<file path="src/rtl/cpu_control_logic.sv">
// Multi-cycle control unit for the 16-bit RISC CPU: FETCH/EXEC/MEM sequencing and opcode decode.
// Define CPU_CTRL_HALT_EN to make opcode F stop the machine; otherwise F decodes as NOP.
module cpu_control_logic #(
    parameter bit R0_ZERO = 1'b1
) (
    input  logic       clk,
    input  logic       reset,
    input  logic [3:0] opcode,
    input  logic [3:0] Rd,
    output logic [2:0] FS,
    output logic [1:0] PS,
    output logic       MB,
    output logic       MD,
    output logic       RW,
    output logic       MW,
    output logic       BC,
    output logic       BL,
    output logic       IL
);

    localparam logic [2:0] S_IDLE  = 3'd0;
    localparam logic [2:0] S_FETCH = 3'd1;
    localparam logic [2:0] S_EXEC  = 3'd2;
    localparam logic [2:0] S_MEM   = 3'd3;
`ifdef CPU_CTRL_HALT_EN
    localparam logic [2:0] S_HALT  = 3'd4;
`endif

    localparam logic [2:0] FS_ADD   = 3'b000;
    localparam logic [2:0] FS_SUB   = 3'b001;
    localparam logic [2:0] FS_AND   = 3'b010;
    localparam logic [2:0] FS_OR    = 3'b011;
    localparam logic [2:0] FS_XOR   = 3'b100;
    localparam logic [2:0] FS_NOT   = 3'b101;
    localparam logic [2:0] FS_SLT   = 3'b110;
    localparam logic [2:0] FS_PASSB = 3'b111;

    logic [2:0] r_state;
    logic [2:0] w_next_state;
    logic       w_rw_raw;
    logic       w_rd_is_r0;

    // NOTE: state registers use non-blocking assignments so every flop samples pre-edge values.
    always_ff @(posedge clk or posedge reset) begin
        if (reset) begin
            r_state <= S_IDLE;
        end else begin
            r_state <= w_next_state;
        end
    end

    // NOTE: every output gets a default first, so no path through the case can infer a latch.
    always_comb begin
        w_next_state = r_state;
        FS           = FS_ADD;
        PS           = 2'b00;
        MB           = 1'b0;
        MD           = 1'b0;
        w_rw_raw     = 1'b0;
        MW           = 1'b0;
        BC           = 1'b0;
        BL           = 1'b0;
        IL           = 1'b0;

        case (r_state)
            S_IDLE: begin
                w_next_state = S_FETCH;
            end
            S_FETCH: begin
                IL           = 1'b1;
                PS           = 2'b01;
                w_next_state = S_EXEC;
            end
            S_EXEC: begin
                w_next_state = S_FETCH;
                case (opcode)
                    4'h1: begin FS = FS_ADD; w_rw_raw = 1'b1; end
                    4'h2: begin FS = FS_SUB; w_rw_raw = 1'b1; end
                    4'h3: begin FS = FS_AND; w_rw_raw = 1'b1; end
                    4'h4: begin FS = FS_OR;  w_rw_raw = 1'b1; end
                    4'h5: begin FS = FS_XOR; w_rw_raw = 1'b1; end
                    4'h6: begin FS = FS_NOT; w_rw_raw = 1'b1; end
                    4'h7: begin FS = FS_SLT; w_rw_raw = 1'b1; end
                    4'h8: begin FS = FS_ADD; MB = 1'b1; w_rw_raw = 1'b1; end
                    4'h9: begin
                        // Address calculation only; the load writes back in MEM.
                        FS           = FS_ADD;
                        MB           = 1'b1;
                        w_next_state = S_MEM;
                    end
                    4'hA: begin FS = FS_ADD; MB = 1'b1; MW = 1'b1; end
                    4'hB: begin FS = FS_PASSB; PS = 2'b10; BC = 1'b0; end
                    4'hC: begin FS = FS_PASSB; PS = 2'b10; BC = 1'b1; end
                    4'hD: begin FS = FS_PASSB; PS = 2'b11; end
                    4'hE: begin FS = FS_PASSB; PS = 2'b11; BL = 1'b1; w_rw_raw = 1'b1; end
`ifdef CPU_CTRL_HALT_EN
                    4'hF: w_next_state = S_HALT;
`endif
                    default: ;
                endcase
            end
            S_MEM: begin
                FS           = FS_ADD;
                MB           = 1'b1;
                MD           = 1'b1;
                w_rw_raw     = 1'b1;
                w_next_state = S_FETCH;
            end
`ifdef CPU_CTRL_HALT_EN
            S_HALT: begin
                w_next_state = S_HALT;
            end
`endif
            default: begin
                w_next_state = S_IDLE;
            end
        endcase
    end

    // R0 is hardwired zero: drop any register write that targets it.
    assign w_rd_is_r0 = R0_ZERO && (Rd == 4'h0);
    assign RW         = w_rw_raw && !w_rd_is_r0;

endmodule

</file>
<file path="config.mk">
export PLATFORM = sky130hd
export DESIGN_NAME = cpu_control_logic
export DESIGN_NICKNAME = d
export VERILOG_FILES = /design/src/rtl/cpu_control_logic.sv
export SDC_FILE = /design/constraint.sdc
export NUM_CORES = 1
export LEC_CHECK = 0
export ABC_CLOCK_PERIOD_IN_PS = 1800
export CORE_AREA = 2 2 39 41
export CTS_CLUSTER_SIZE = 10
export DETAILED_ROUTE_END_ITERATION = 12
export DIE_AREA = 0 0 41 43
export GPL_TIMING_DRIVEN = 0
export SYNTH_ARGS = -nofsm -noshare
export SYNTH_HDL_FRONTEND = slang
export SYNTH_SLANG_ARGS = --single-unit
</file>
<file path="constraint.sdc">
create_clock -name clk -period 1.8 [get_ports clk]
set_input_delay 0.36 -clock clk [delete_from_list [all_inputs] [get_ports clk]]
set_output_delay 0.36 -clock clk [all_outputs]
set_load 0.01 [all_outputs]
</file>
==> results_dict.tcl <==
set metrics [dict create \
    finalCritPeriodShare 0.9695 \
    netlist_instances 51 \
    p_int_mw 0.1566 \
    crit_path_max_fanout 6 \
    final_hold_viol_count 0 \
    numCtsBuffers 3 \
    total_power_mw 0.2177 \
    path_cells "inv_2, ha_4, a41oi_2, nor2_1, dlygate4sd2_1" \
    peakVddDrop_uv 211.0 \
    synth_area_leaders "dfrtp_1, ha_1, inv_1" \
    synth_top_area_cell "dfrtp_1" \
    critical_path_class "flip-flop to output pin" \
    fin_cells 95 \
    cts.htree.levels 1 \
    grt_max_degree 11 \
    dpl-instance-area_um2 558.0 \
    critPathLaunchType "flip-flop" \
    cpPeakStageDelay_ps 410 \
    synth.top_cells.by_count "inv_1, nand2_1, a21oi_1" \
    tritoncts "yes" \
    place_congestion 0.6893 \
    vias 440 \
    worstMarginPinSlew_ps 218.2 \
    whs_ps 285.2 \
    fill_cells 150 \
    slew_viol_final 0 \
    synth_cell_types 22 \
    critical_path_required_ps 1440 \
    n_antenna_cell 0 \
    design_area_um2 628.1 \
    pwr-share-comb 0.335 \
    post-route-util 0.4539 \
    async_flop_share 1.000 \
    min_period_ps 1745 \
    switching_share 0.2809 \
    drive_gt1_frac 0.3671 \
    wire_per_inst_um 11.12 \
    area_growth_pct 85.93 \
    grt_pass1_wl_um 1766 \
    synth-main-ff-cell "dfrtp_1" \
    synthesis.area_um2 337.8 \
    die_w_um 41 \
    core.rowCount 14 \
    portBuffers 20 \
    syn_avg_cell_area_um2 6.624 \
    grt_pass1_vias 433 \
    ant_nets 0 \
    syn_nets 65 \
    dp_hpwl_um 736.4 \
    power_density_mw_per_mm2 346.7 \
    yosysWarningCount 0 \
    track_usage 0.1466 \
    crit_slowest_cell "dfrtp_1" \
    drc 0 \
    dp_cells 87 \
    fin_skew_ps 1.613 \
    clk_pin_slew_ps 30 \
    largest_register_ffs 2 \
    overflow 0 \
    initial_core_util 0.2441 \
    yosysMostFrequentCell "inv_1" \
    seq_area_frac_synth 0.1481 \
    grt_antenna_before_repair 0 \
    worstPathArrival_ps 1390 \
    finalSetupViolCount 0 \
    cts.sinks 2 \
    synth_edf_count 0 \
    power_frac_clock 0.448 \
    yosys.area.top_type_share 0.1481 \
    max_freq_mhz 573.0 \
    vias_per_cell 4.632 \
    cts_buffer_depth 2 \
    root_buffer "clkbuf_4" \
    endpoint_kind "output pin" \
    die_area_mm2 0.001763 \
    num_io_pins 22 \
    ys_seq_elements 2 \
    coreArea_mm2 0.001384 \
    wl_um 1056 \
    p_sw_mw 0.06116 \
    nNetsFinal 95 \
    die_h_um 43 \
    rsz0062_at_grt "yes" \
    dr.first_iter.drc_count 5 \
    top_regs "r_state x2" \
    hp-class "input pin to async pin" \
    maxCapViolations 0 \
    maxSlewHeadroom 0.8540 \
    power_frac_seq 0.217 \
    first_pass_iters 3 \
    top_register "r_state" \
    clock_latency_ps 220 \
    leakagePower_nw 0.3270 \
    status "finished, final reports clean" \
]
[power groups by stage]
stage / combinational (mW) / clock [mW] / sequential, mW
global placement: 0.0688 / 0 / 0.0473
CTS: 0.0715 / 0.106 / 0.0472
detailed placement: 0.0689 / 0 / 0.0474
global route: 0.0810 / 0.106 / 0.0475
finish: 0.0729 / 0.0976 / 0.0472
floorplan: 0.0346 / 0 / 0.0472
[final timing paths]
kind	startpoint	to	slack, ps	cells past startpoint
min reg2reg	r_state[0]	r_state[0]	680	2
max in group asynchronous	reset	r_state[1]	1410	2
max	r_state[0]	PS[0]	50	5
min	reset	r_state[0]	290	2
min in group clk	opcode[0]	r_state[1]	470	2
max reg2reg	r_state[0]	r_state[1]	440	7
[layout by cell type, fill, tap and decap left out, drive strengths merged, types with 2 or more instances in the layout]
cell and count:
buf 12, dlygate4sd2 8, inv 7, nand2 6, a21oi 5, clkbuf 5, nor2 4, clkdlybuf4s15 4
ha 4, nor3 3, o21ai 3, a21o 2, nand3 2, dfrtp 2
[routing by layer]
layer,part of all wire,track usage,wire length (um),up-vias
li1,-,-,-,228
met1,0.41,0.1801,437,199
met2,0.52,0.2250,546,13
met3,0.068,0.03141,72,0
met5,0,0,0,-
met4,0,0.08000,0,0
[cell families after synthesis]
family	Yosys count	share of synthesized area
buffers and inverters	10	0.1297
AOI/OAI and AO/OA	14	0.2592
DFF	2	0.1482
and+or+nand+nor	19	0.2630
xor gates and xnor gates	2	0.05186
adders and majority gates	4	0.1482
[critical path: cells and delay by family (launching register included)]
family	cells	cell delay [ps]
buffers and inverters	2	360
AOI/OAI and AO/OA	1	110
adders and majority gates	1	170
and+or+nand+nor	1	110
DFF	1	410
[cell type report]
| class | instances | area [um2] | area share |
|---|---|---|---|
| buffer | 3 | 30.03 | 0.04781 |
| clock buffer | 3 | 22.52 | 0.03586 |
| inverter | 7 | 26.28 | 0.04183 |
| multi-input combinational | 39 | 277.8 | 0.4422 |
| sequential | 2 | 50.05 | 0.07968 |
| tap | 16 | 20.02 | 0.03187 |
| timing repair buffer | 25 | 201.4 | 0.3207 |
[stage by stage]
stage          setup slack, ps  setup TNS [ps]
3_3_place_gp            -628.3           -5048
5_1_grt                 -46.40          -122.8
3_5_place_dp            -632.5           -5108
6_report                 54.89               0
2_1_floorplan            349.5               0
4_1_cts                  4.382               0
[repair_timing]
action | CTS | global route
buffers inserted | 2 | 2
gates resized for setup | 44 | 12
pin swaps | 6 | 1
gates cloned | 1 | 0
setup endpoints to repair | 11 | 9
hold endpoints to repair | 0 | 0
hold buffers | 0 | 0
No activity file was read; power rests on OpenSTA's default activity.
==> variant 1: new RTL, config.mk and constraints unchanged <==
`R0_ZERO`: 1'b1 -> 1'b0.
--- a/src/rtl/cpu_control_logic.sv
+++ b/src/rtl/cpu_control_logic.sv
@@ -1,7 +1,7 @@
 // Multi-cycle control unit for the 16-bit RISC CPU: FETCH/EXEC/MEM sequencing and opcode decode.
 // Define CPU_CTRL_HALT_EN to make opcode F stop the machine; otherwise F decodes as NOP.
 module cpu_control_logic #(
-    parameter bit R0_ZERO = 1'b1
+    parameter bit R0_ZERO = 1'b0
 ) (
     input  logic       clk,
     input  logic       reset,
Check against the original RTL: not equivalent (a bounded check fails within 4 cycles, from zero or initial values and one cycle with reset high).
==> variant 1 against the unedited design <==
Clock skew increased by 0.00053 ns. Wire length decreased by 6.6%. Design area increased by 1.0%. Cell count decreased by 4.2%. Count of clock-buffer cells in the layout unchanged. Global-route usage decreased by 1.4 points. Power increased by 1.3%. Combinational power increased by 3.3%. Sequential cell count unchanged. Fmax decreased by 1.3%. Critical path depth unchanged. Worst setup slack got worse by 0.024 ns. Area after synthesis increased by 13%. Sequential share of layout area decreased by 0.079 points.
==> variant 1: results (changes against the unedited design) <==
{
  "run_status": "finished clean",
  "nets": {"value": 91, "change": "-4.2%"},
  "gp_congestion": {"value": 0.7143, "change": "+3.6%"},
  "grtUsageTotal": {"value": 13.25, "unit": "%", "change": "-1.4 points"},
  "synth.yosys.seq_area_share": {"value": 13.16, "unit": "%", "change": "-1.7 points"},
  "synth.cells.most_frequent": "6 x sky130_fd_sc_hd__inv_1, 5 x sky130_fd_sc_hd__nand2_1, 5 x sky130_fd_sc_hd__nor2_1",
  "worst_ep_arrival_time": {"value": 1.41, "unit": "ns", "change": "+0.02 ns"},
  "peakVddDrop": {"value": 200.1, "unit": "uV", "change": "-5.2%"},
  "fin_skew": {"value": 0.002140, "unit": "ns", "change": "+0.0005273 ns"},
  "drt_first_pass_iters": {"value": 4, "change": "+1"},
  "synth.lib_cells_used.distinct": {"value": 24, "change": "+9.1%"},
  "first_global_vias": {"value": 364, "change": "-16%"},
  "synth_area_leaders": "sky130_fd_sc_hd__dfrtp_1 13%, sky130_fd_sc_hd__ha_1 13%, sky130_fd_sc_hd__buf_6 5.9%",
  "fill_cells": {"value": 156, "change": "+4.0%"},
  "place_hpwl": {"value": 682.5, "unit": "um", "change": "-7.3%"},
  "routed_wirelength": {"value": 986, "unit": "um", "change": "-6.6%"},
  "total_leakage_power": {"value": 0.2879, "unit": "nW", "change": "-12%"},
  "synth_nets": {"value": 66, "change": "+1.5%"},
  "detail_route.vias_per_cell": {"value": 4.835, "change": "+4.4%"},
  "buffer_ports.inserted": {"value": 17, "change": "-15%"},
  "maxSlewHeadroom": {"value": 85.59, "unit": "%", "change": "+0.19 points"},
  "crit_fanout": {"value": 5, "change": "-1"},
  "timing.reg2reg.worst_path_depth": {"value": 6, "change": "-1"},
  "first_iter_violations": {"value": 9, "change": "+4"},
  "dpl_worst_slack": {"value": -0.5542, "unit": "ns", "change": "+0.07838 ns"}
}
variant 1: power by group through the flow:
stage | combinational [mW] | clock [mW] | sequential (mW)
finish | 0.0753 | 0.0981 | 0.0472
global route | 0.0828 | 0.104 | 0.0473
CTS | 0.0732 | 0.106 | 0.0472
detailed placement | 0.0744 | 0 | 0.0474
global placement | 0.0749 | 0 | 0.0473
floorplan | 0.0453 | 0 | 0.0472
variant 1: through the flow:
step / cell area [um^2] / TNS (ns) / hold slack (ns) / instances / power [mW]
CTS: 611.8 / -0.04486 / 0.2757 / 89 / 0.2260
detailed placement: 570.5 / -4.674 / 0.5177 / 85 / 0.1218
global placement: 570.5 / -4.804 / 0.5144 / 85 / 0.1223
finish: 634.4 / 0 / 0.2845 / 91 / 0.2206
floorplan: 380.4 / 0 / 0.1012 / 52 / 0.09249
global route: 634.4 / -0.02184 / 0.3083 / 91 / 0.2338
variant 1: cell families after synthesis:
| group | count (synthesis) | share of synthesized area [%] |
|---|---|---|
| simple gates | 20 | 25.66 |
| compound gates | 14 | 27.63 |
| buf+inv | 10 | 15.79 |
| fa+ha+maj | 4 | 13.16 |
| xor+xnor | 2 | 4.606 |
| flops | 2 | 13.16 |
variant 1: routing by layer:
| metal | global-route usage [%] | vias up | share of wire, % |
|---|---|---|---|
| met5 | 0 | - | 0 |
| met4 | 8.000 | 0 | 0 |
| met3 | 3.141 | 0 | 6.3 |
| met2 | 19.38 | 15 | 48 |
| met1 | 16.72 | 199 | 46 |
| li1 | - | 226 | - |
variant 1: how the worst max path moves through the flow:
stage                     from     to  slack (ns)  cells past startpoint
floorplan           r_state[0]     MW        0.37                      4
global placement     opcode[1]  FS[1]       -0.57                      5
detailed placement   opcode[1]  FS[1]       -0.55                      5
CTS                 r_state[0]     MB       -0.03                      6
global route         opcode[2]     RW       -0.01                      5
finish               opcode[2]     RW        0.03                      5
variant 1: timing repair:
action                                 CTS  global route
endpoints found under the hold margin    0             0
setup endpoints to repair               11            11
gates resized for setup                 31            18
cloned                                   1             0
buffers inserted                         0             2
pin swaps                                2             2
variant 1: cell type report:
type	count	area (um^2)	area share [%]
Timing Repair Buffer	20	163.9	25.84
Sequential cell	2	50.05	7.890
Clock buffer	3	22.52	3.550
Inverter	6	22.52	3.550
Multi-Input combinational cell	40	314.1	49.51
Buffer	4	41.29	6.509
Tap cell	16	20.02	3.156
variant 1: worst max-delay path, stage by stage:
cell                              delay, ns
sky130_fd_sc_hd__clkdlybuf4s15_1       0.26
sky130_fd_sc_hd__or3_4                 0.37
sky130_fd_sc_hd__a21oi_2               0.14
sky130_fd_sc_hd__o21bai_1              0.06
sky130_fd_sc_hd__clkdlybuf4s15_2       0.22
==> variant 2: new RTL, same flow settings <==
Without the edit above. Put a register stage on the output `BC`, cleared by the reset. The value now appears one clock later. The other outputs are not delayed to match.
--- a/src/rtl/cpu_control_logic.sv
+++ b/src/rtl/cpu_control_logic.sv
@@ -35,6 +35,8 @@
     localparam logic [2:0] FS_SLT   = 3'b110;
     localparam logic [2:0] FS_PASSB = 3'b111;
 
+    logic BC_d;
+
     logic [2:0] r_state;
     logic [2:0] w_next_state;
     logic       w_rw_raw;
@@ -58,7 +60,7 @@
         MD           = 1'b0;
         w_rw_raw     = 1'b0;
         MW           = 1'b0;
-        BC           = 1'b0;
+        BC_d         = 1'b0;
         BL           = 1'b0;
         IL           = 1'b0;
 
@@ -89,8 +91,8 @@
                         w_next_state = S_MEM;
                     end
                     4'hA: begin FS = FS_ADD; MB = 1'b1; MW = 1'b1; end
-                    4'hB: begin FS = FS_PASSB; PS = 2'b10; BC = 1'b0; end
-                    4'hC: begin FS = FS_PASSB; PS = 2'b10; BC = 1'b1; end
+                    4'hB: begin FS = FS_PASSB; PS = 2'b10; BC_d = 1'b0; end
+                    4'hC: begin FS = FS_PASSB; PS = 2'b10; BC_d = 1'b1; end
                     4'hD: begin FS = FS_PASSB; PS = 2'b11; end
                     4'hE: begin FS = FS_PASSB; PS = 2'b11; BL = 1'b1; w_rw_raw = 1'b1; end
 `ifdef CPU_CTRL_HALT_EN
@@ -121,5 +123,13 @@
     assign w_rd_is_r0 = R0_ZERO && (Rd == 4'h0);
     assign RW         = w_rw_raw && !w_rd_is_r0;
 
+    always_ff @(posedge clk or posedge reset) begin
+        if (reset) begin
+            BC <= '0;
+        end else begin
+            BC <= BC_d;
+        end
+    end
+
 endmodule
 
Behaviour: not the same (a bounded check fails within 4 cycles, from zero or initial values and one cycle with reset high).
==> variant 2 against the unedited design <==
Wire length increased by 1.7%. Fmax decreased by 0.97%. Sequential cell count increased by 1. Design area increased by 8.6%. Worst setup slack got worse by 0.017 ns. Power increased by 22%. Combinational power increased by 12%. Core utilization increased by 3.9 points. Largest power group unchanged. Register-to-register slack improved by 0.11 ns. Area after synthesis increased by 18%.
==> variant 2: results (changes against the unedited design) <==
{
  "multi_input_area": {"value": 300.3, "unit": "um^2", "change": "+8.1%"},
  "buffer_ports.inserted": {"value": 21, "change": "+5.0%"},
  "dr_wl_met2": {"value": 486, "unit": "um", "change": "-11%"},
  "first_global_vias": {"value": 446, "change": "+3.0%"},
  "run_status": "finished clean",
  "synth.cells.most_frequent": "6 x sky130_fd_sc_hd__inv_1, 6 x sky130_fd_sc_hd__nand2_1, 5 x sky130_fd_sc_hd__nor2_1",
  "grtUsageTotal": {"value": 14.19, "unit": "%", "change": "-0.47 points"},
  "slowest_stage": "sky130_fd_sc_hd__clkdlybuf4s50_1",
  "synth.yosys.seq_area_share": {"value": 18.81, "unit": "%", "change": "+4.0 points"},
  "fin_skew": {"value": 0.001662, "unit": "ns", "change": "+0.00004940 ns"},
  "peakVddDrop": {"value": 294.6, "unit": "uV", "change": "+40%"},
  "num_vias": {"value": 473, "change": "+7.5%"},
  "grt_first_pass_wirelength": {"value": 1794, "unit": "um", "change": "+1.6%"},
  "nets": {"value": 98, "change": "+3.2%"},
  "synth_area_leaders": "sky130_fd_sc_hd__dfrtp_1 19%, sky130_fd_sc_hd__ha_1 13%, sky130_fd_sc_hd__inv_1 5.6%",
  "wirelength_met1": {"value": 523, "unit": "um", "change": "+20%"},
  "syn_inst": {"value": 55, "change": "+7.8%"},
  "critPathTopFamily": "buffers and inverters",
  "drt-wirelength-per-cell": {"value": 10.85, "unit": "um", "change": "-2.4%"},
  "post_dp_cell_area": {"value": 629.4, "unit": "um^2", "change": "+13%"},
  "synth.lib_cells_used.distinct": {"value": 23, "change": "+4.5%"},
  "total_leakage_power": {"value": 0.3287, "unit": "nW", "change": "+0.49%"},
  "synth_nets": {"value": 69, "change": "+6.2%"},
  "gp_congestion": {"value": 0.6985, "change": "+1.3%"},
  "cp_slowest_stage_delay": {"value": 0.55, "unit": "ns", "change": "+0.14 ns"},
  "layout-drive-gt1-share": {"value": 31.33, "unit": "%", "change": "-5.4 points"},
  "fill_cells": {"value": 159, "change": "+6.0%"},
  "first_iter_violations": {"value": 6, "change": "+1"},
  "reg.largest.list": "r_state: 2 flops, BC: 1 flops"
}
variant 2: cell families (layout without fill, tap and decap cells):
kind of cell | count (synthesis) | count (layout) | synth area share [%]
AOI/OAI and AO/OA | 14 | 14 | 25.39
xor gates and xnor gates | 2 | 2 | 4.390
adders and majority gates | 4 | 4 | 12.54
buffers and inverters | 10 | 38 | 11.91
DFF | 3 | 3 | 18.81
and+or+nand+nor | 22 | 22 | 26.96
variant 2: per-layer routing:
layer  vias up  GRT usage (%)
li1        243              -
met1       213          20.71
met2        17          21.25
met3         0              0
met4         0          6.000
met5         -              0
variant 2: worst paths after layout:
kind	start	end	slack [ns]	cells past startpoint
max	r_state[1]	MD	0.04	2
min	reset	BC	0.29	2
max reg2reg	r_state[0]	r_state[1]	0.55	6
min reg2reg	r_state[1]	r_state[0]	0.74	3
max in group asynchronous	reset	r_state[0]	1.38	2
min in group clk	opcode[1]	BC	0.64	3
variant 2: layout make-up:
cell class,instances,share of cell area [%]
plain buffers,4,6.606
inverters,6,3.303
well taps,16,2.936
clock buffers,4,3.853
repair buffers,24,28.26
multi-input cells,42,44.04
flip-flops and latches,3,11.01
variant 2: where the power goes:
group	internal [mW]	switching, mW
Clock	0.0828	0.0307
Sequential	0.0693	0.00118
Combinational	0.0417	0.0403
Total	0.194	0.0722
variant 2: metrics by stage:
step / hold WS, ns / setup slack [ns]
floorplan: 0.1136 / 0.3492
global placement: 0.5313 / -0.6472
detailed placement: 0.5335 / -0.6334
CTS: 0.2850 / 0.009630
global route: 0.3414 / -0.02301
finish: 0.2936 / 0.03781
variant 2: what timing repair did:
item,CTS,global route
pin swaps,6,0
setup buffers,2,0
cloned,1,0
gates resized for setup,43,11
endpoints found under the setup margin,10,7
endpoints found under the hold margin,0,0
